File: src/rtl/alu_pkg.sv
// alu_pkg: ALU select codes, R-type funct codes, FSM state and MDU op types for alu_mdu_dec.
package alu_pkg;
    localparam logic [3:0] ALU_AND  = 4'b0000;
    localparam logic [3:0] ALU_OR   = 4'b0001;
    localparam logic [3:0] ALU_ADD  = 4'b0010;
    localparam logic [3:0] ALU_XOR  = 4'b0011;
    localparam logic [3:0] ALU_SLTU = 4'b0101;
    localparam logic [3:0] ALU_SUB  = 4'b0110;
    localparam logic [3:0] ALU_SLT  = 4'b0111;
    localparam logic [3:0] ALU_SLL  = 4'b1000;
    localparam logic [3:0] ALU_SRL  = 4'b1001;
    localparam logic [3:0] ALU_NOR  = 4'b1100;

    localparam logic [5:0] F_ADD   = 6'b100000;
    localparam logic [5:0] F_SUB   = 6'b100010;
    localparam logic [5:0] F_AND   = 6'b100100;
    localparam logic [5:0] F_OR    = 6'b100101;
    localparam logic [5:0] F_XOR   = 6'b100110;
    localparam logic [5:0] F_NOR   = 6'b100111;
    localparam logic [5:0] F_SLT   = 6'b101010;
    localparam logic [5:0] F_SLTU  = 6'b101011;
    localparam logic [5:0] F_SLL   = 6'b000000;
    localparam logic [5:0] F_SRL   = 6'b000010;
    localparam logic [5:0] F_MULT  = 6'b011000;
    localparam logic [5:0] F_MULTU = 6'b011001;
    localparam logic [5:0] F_DIV   = 6'b011010;
    localparam logic [5:0] F_DIVU  = 6'b011011;
    localparam logic [5:0] F_MFHI  = 6'b010000;
    localparam logic [5:0] F_MFLO  = 6'b010010;

    typedef enum logic [1:0] {S_IDLE, S_RUN, S_DONE} state_t;
    typedef enum logic [1:0] {OP_MULT, OP_MULTU, OP_DIV, OP_DIVU} mdu_op_t;
endpackage

File: src/rtl/mdu_core.sv
// mdu_core: iterative shift-add multiplier / restoring divider on magnitudes, one radix-2 step per cycle (divider only with ALU_MDU_DIV_EN).
module mdu_core
    import alu_pkg::*;
#(
    parameter int WIDTH = 32
) (
    input  logic             clk,
    input  logic             load,
    input  logic             step,
    input  mdu_op_t          op,
    input  logic [WIDTH-1:0] a,
    input  logic [WIDTH-1:0] b,
    output logic [WIDTH-1:0] res_hi,
    output logic [WIDTH-1:0] res_lo
);
    logic               sgn, neg_q;
    logic [WIDTH-1:0]   ma, mb, m, q, q_n;
    logic [WIDTH:0]     acc, acc_n, sum;
    logic [2*WIDTH-1:0] prod, prod_s;
    assign sgn    = op == OP_MULT || op == OP_DIV;
    assign ma     = sgn && a[WIDTH-1] ? -a : a;
    assign mb     = sgn && b[WIDTH-1] ? -b : b;
    assign sum    = acc + (q[0] ? {1'b0, m} : '0);
    // results are taken from the post-step values so the final step and the HI/LO write share one edge
    assign prod   = {acc_n[WIDTH-1:0], q_n};
    assign prod_s = neg_q ? -prod : prod;
`ifdef ALU_MDU_DIV_EN
    logic             div, neg_r, dz;
    logic [WIDTH-1:0] a_q, quo, rem;
    logic [WIDTH:0]   sh, diff;
    mdu_op_t          op_q;
    assign div    = op_q == OP_DIV || op_q == OP_DIVU;
    assign sh     = {acc[WIDTH-1:0], q[WIDTH-1]};
    assign diff   = sh - {1'b0, m};
    assign acc_n  = div ? (diff[WIDTH] ? sh : diff) : {1'b0, sum[WIDTH:1]};
    assign q_n    = div ? {q[WIDTH-2:0], ~diff[WIDTH]} : {sum[0], q[WIDTH-1:1]};
    assign quo    = neg_q ? -q_n : q_n;
    assign rem    = neg_r ? -acc_n[WIDTH-1:0] : acc_n[WIDTH-1:0];
    assign res_hi = div ? (dz ? a_q : rem) : prod_s[2*WIDTH-1:WIDTH];
    assign res_lo = div ? (dz ? '1 : quo) : prod_s[WIDTH-1:0];
    always_ff @(posedge clk) begin
        if (load) begin
            op_q  <= op;
            neg_r <= sgn && a[WIDTH-1];
            dz    <= b == '0;
            a_q   <= a;
        end
    end
`else
    assign acc_n  = {1'b0, sum[WIDTH:1]};
    assign q_n    = {sum[0], q[WIDTH-1:1]};
    assign res_hi = prod_s[2*WIDTH-1:WIDTH];
    assign res_lo = prod_s[WIDTH-1:0];
`endif
    always_ff @(posedge clk) begin
        if (load) begin
            acc   <= '0;
            q     <= ma;
            m     <= mb;
            neg_q <= sgn && (a[WIDTH-1] ^ b[WIDTH-1]);
        end else if (step) begin
            acc   <= acc_n;
            q     <= q_n;
        end
    end
endmodule

File: src/rtl/alu_mdu_dec.sv
// alu_mdu_dec: ALU control decode plus iterative MUL/DIV unit with HI/LO; define ALU_MDU_DIV_EN to enable div/divu.
module alu_mdu_dec
    import alu_pkg::*;
#(
    parameter int WIDTH  = 32,
    parameter int CTRL_W = 4
) (
    input  logic              clk,
    input  logic              reset,
    input  logic              start,
    input  logic [1:0]        aluop,
    input  logic [5:0]        funct,
    input  logic [WIDTH-1:0]  srca,
    input  logic [WIDTH-1:0]  srcb,
    output logic [CTRL_W-1:0] alucontrol,
    output logic              illegal,
    output logic              busy,
    output logic              stall,
    output logic              done,
    output logic [WIDTH-1:0]  hi,
    output logic [WIDTH-1:0]  lo
);
    localparam int CW = $clog2(WIDTH);
    logic [3:0]       ctl;
    logic             is_mop, is_mv, load, step;
    logic [CW-1:0]    cnt_q;
    logic [WIDTH-1:0] res_hi, res_lo;
    mdu_op_t          op_sel;
    state_t           state_q, state_d;
    always_comb begin
        ctl    = ALU_AND;
        illegal = 1'b0;
        is_mop = 1'b0;
        is_mv  = 1'b0;
        op_sel = OP_MULT;
        case (aluop)
            2'b00: ctl = ALU_ADD;
            2'b01: ctl = ALU_SUB;
            2'b11: ctl = ALU_OR;
            default: case (funct)
                F_ADD:   ctl = ALU_ADD;
                F_SUB:   ctl = ALU_SUB;
                F_AND:   ctl = ALU_AND;
                F_OR:    ctl = ALU_OR;
                F_XOR:   ctl = ALU_XOR;
                F_NOR:   ctl = ALU_NOR;
                F_SLT:   ctl = ALU_SLT;
                F_SLTU:  ctl = ALU_SLTU;
                F_SLL:   ctl = ALU_SLL;
                F_SRL:   ctl = ALU_SRL;
                F_MULT:  is_mop = 1'b1;
                F_MULTU: begin is_mop = 1'b1; op_sel = OP_MULTU; end
`ifdef ALU_MDU_DIV_EN
                F_DIV:   begin is_mop = 1'b1; op_sel = OP_DIV; end
                F_DIVU:  begin is_mop = 1'b1; op_sel = OP_DIVU; end
`endif
                F_MFHI, F_MFLO: is_mv = 1'b1;
                default: illegal = 1'b1;
            endcase
        endcase
    end
    assign alucontrol = CTRL_W'(ctl);
    assign busy  = state_q == S_RUN;
    assign done  = state_q == S_DONE;
    assign stall = busy && start && (is_mop || is_mv);
    always_comb begin
        load    = start && is_mop && state_q != S_RUN;
        step    = state_q == S_RUN;
        state_d = load ? S_RUN : step ? (cnt_q == '0 ? S_DONE : S_RUN) : S_IDLE;
    end
    always_ff @(posedge clk or posedge reset) begin
        if (reset) begin
            state_q <= S_IDLE;
            cnt_q   <= '0;
            hi      <= '0;
            lo      <= '0;
        end else begin
            state_q <= state_d;
            cnt_q   <= load ? CW'(WIDTH - 1) : step ? cnt_q - 1'b1 : cnt_q;
            if (step && cnt_q == '0) begin
                hi <= res_hi;
                lo <= res_lo;
            end
        end
    end
    mdu_core #(.WIDTH(WIDTH)) u_core (
        .clk    (clk),
        .load   (load),
        .step   (step),
        .op     (op_sel),
        .a      (srca),
        .b      (srcb),
        .res_hi (res_hi),
        .res_lo (res_lo)
    );
endmodule

File: config.mk
export PLATFORM = sky130hd
export DESIGN_NAME = alu_mdu_dec
export DESIGN_NICKNAME = d
export VERILOG_FILES = /design/src/rtl/alu_pkg.sv /design/src/rtl/mdu_core.sv /design/src/rtl/alu_mdu_dec.sv
export SDC_FILE = /design/constraint.sdc
export NUM_CORES = 1
export LEC_CHECK = 0
export CAP_MARGIN = 0
export CORE_MARGIN = 10
export CORE_UTILIZATION = 47
export CTS_CLUSTER_SIZE = 40
export DETAILED_ROUTE_END_ITERATION = 12
export GPL_TIMING_DRIVEN = 1
export PLACE_DENSITY = 0.68
export SLEW_MARGIN = 20
export SYNTH_ARGS = -nofsm -noshare
export SYNTH_HDL_FRONTEND = slang
export SYNTH_SLANG_ARGS = --single-unit
export TNS_END_PERCENT = 30
File: constraint.sdc
create_clock -name clk -period 9.8 [get_ports clk]
set_input_delay 1.47 -clock clk [delete_from_list [all_inputs] [get_ports clk]]
set_output_delay 1.47 -clock clk [all_outputs]
set_load 0.02 [all_outputs]
==> flow_summary.yaml <==
global_route:
  first_global_vias: 9182
  grt_antenna_before_repair: 0
  grt_max_degree: 101
  grt-ovfl-total: 0
  grt_first_pass_wirelength_um: 49000
  grtUsageTotal: 0.197
hold_path:
  holdCritStartpoint: "u_core.acc[28]"
  min_path_type: "flop to flop"
  holdPathEnd: "u_core.acc[28]"
  hold_depth: 2
floorplan:
  ios: 147
  fp.coreArea_um2: 23300
  die_h_um: 174
  start_util: 0.475
  fp.dieW_um: 174
  die_area_um2: 30100
  rows: 56
route:
  dr.first_iter.drc_count: 697
  num_vias: 9590
  first_pass_iters: 5
  ant_nets: 0
  vias_per_cell: 5.59
  route.final.wire_length_um: 30600
  drc: 0
  wl_per_cell_um: 17.8
power_and_ir_drop:
  power_w: 0.00265
  power_leakage_nw: 5.25
  powerDensity_nw_per_um2: 199
  peakVddDrop_uv: 124
clock_tree:
  clk_pin_slew_ns: 0.07
  cts_setup_buffers: 0
  cts_sinks: 168
  cts_max_level: 4
  clock_latency_ns: 0.43
  cts_tree: "yes"
  cts-hold-fix-buffers: 0
  root_buffer: "clkbuf_16"
  clk_path_buf_depth: 2
  cts_resized: 0
  cts_made_buffers: 17
place:
  port_buffers: 146
  placed_cell_area_um2: 12800
  dp_hpwl_um: 23200
  gp_congestion: 0.921
yosys:
  synth-adder-area-share: 0.0445
  syn_area_um2: 11100
  async_flop_share: 0.423
  syn_avg_cell_area_um2: 8.69
  synth_compound_area_frac: 0.201
  synth-main-ff-cell: "dfrtp_1"
  synth-edff-count: 65
  yosysSeqAreaShare: 0.394
  synth.distinct_cells: 78
  yosysWarnings: 0
  yosys_register_bits: 168
  synth_top_family_by_area: "simple AND/OR/NAND/NOR gates"
  synth_cells: 1275
  synth_xor_area_frac: 0.116
  yosys.area_share.simple: 0.201
  syn_nets: 1388
  muxShareOfSynthArea: 0.00745
setup_path:
  worstSetupPathType: "input pin to primary output"
  r2r_end: "hi[28]"
  r2r_slack_ns: 5.09
  r2r_start: "u_core.q[0]"
  critPathRequiredTime_ns: 8.33
  startpoint_type: "input pin"
  crit_arrival_ns: 3.65
  crit_fanout: 11
  reg2reg_depth: 15
  end_kind: "primary output"
sta:
  setup_violations: 0
  final-max-slew-violation-count: 0
  hold_ws_ns: 0.469
  fin_tns_setup_ns: 0
  post-route-period-util: 0.522
  worst-slew-pin-transition_ns: 1.05
  rsz0062_at_grt: "no"
  max_clock_freq_mhz: 195
  hold_viol_final: 0
  skew_ns: 0.00962
  min_period_ns: 5.12
  slew_headroom: 0.294
final_layout:
  syn2layout_area_growth_pct: 20.3
  postLayoutCellArea_um2: 13300
  regArea_um2: 4370
  num_antenna_cells: 0
  multi_input_area_um2: 6340
  layout_common_cells: "nand2_1 (152), clkdlybuf4s50_1 (146), o21ai_0 (135)"
  n_fill_cell: 2148
  final_common_cell: "nand2_1"
  finalNetCount: 1498
  drive_gt1_frac: 0.0501
job:
  cap_violations: 0
outcome:
  status: "finished, final reports clean"
-- stage by stage --
step / setup slack, ns / util / std cells
6_report: 4.68 / 0.572 / 1717
5_1_grt: 4.54 / 0.572 / 1717
4_1_cts: 4.69 / 0.572 / 1717
3_5_place_dp: 4.69 / 0.547 / 1685
3_3_place_gp: 4.73 / 0.547 / 1685
2_1_floorplan: 5.49 / - / 1275
-- layout make-up --
class                      count  area share
clock inverter                11     0.00694
timing repair buffer         154       0.114
inverter                      33     0.00929
clock buffer                  21      0.0370
multi-input combinational   1011       0.475
sequential                   168       0.328
tap                          319      0.0299
-- sequential cells by signal, summed over array words and instances, names as in the netlist --
register      flops
state_q           2
lo               32
u_core.neg_q      1
u_core.m         32
u_core.acc       32
cnt_q             5
hi               32
u_core.q         32
-- kinds of logic (layout without fill, tap and decap cells) --
logic type,Yosys count,count (layout)
xor gates and xnor gates,147,147
and+or+nand+nor,450,450
muxes,8,8
adders and majority gates,39,39
buffers and inverters,96,219
DFF,168,168
AOI/OAI and AO/OA,367,367
-- worst max-delay path by stage --
stage	slack (ns)	end	depth (start not counted)	from
6_report	4.68	illegal	7	funct[2]
2_1_floorplan	5.49	alucontrol[1]	4	funct[1]
3_3_place_gp	4.73	illegal	7	funct[2]
4_1_cts	4.69	illegal	7	funct[2]
5_1_grt	4.54	illegal	7	funct[2]
3_5_place_dp	4.69	illegal	7	funct[2]
-- cells in the mapped netlist, types with 11 or more instances --
master,number,share of area
clkbuf_1,55,0.019
inv_1,31,0.010
xnor2_1,70,0.055
and2_1,43,0.024
o31ai_1,21,0.014
dfxtp_1,32,0.058
nand2b_1,11,0.0062
edfxtp_1,65,0.18
nand3_1,20,0.0090
ha_1,37,0.042
a21o_1,15,0.010
nand2_1,152,0.051
or2_2,11,0.0062
nor2_1,99,0.034
a31oi_1,13,0.0073
o21ai_0,135,0.061
xor2_1,77,0.061
or3_1,17,0.0096
a22o_1,17,0.013
dfrtp_1,71,0.16
a21oi_1,97,0.044
nor3_1,27,0.012
-- per-layer routing --
metal,routed length (um),up-vias,track usage
met5,0,-,0
met1,14700,4526,0.270
met3,1670,35,0.0318
met2,13800,245,0.314
li1,-,4784,-
met4,496,0,0.0552
-- worst max-delay path: stages --
cell and delay, ns:
clkdlybuf4s50_1 0.61, or2_2 0.42, a21oi_1 0.14, a21oi_1 0.05, o311ai_0 0.31, nor2_1 0.08
clkdlybuf4s50_1 0.55
-- power breakdown --
group | total, W | internal, W | switching (W)
combinational | 0.00107 | 0.000419 | 0.000652
clock | 0.000671 | 0.000369 | 0.000302
sequential | 0.000907 | 0.000837 | 0.0000701
total | 0.00265 | 0.00162 | 0.00102
No activity file was read; power rests on OpenSTA's default activity.
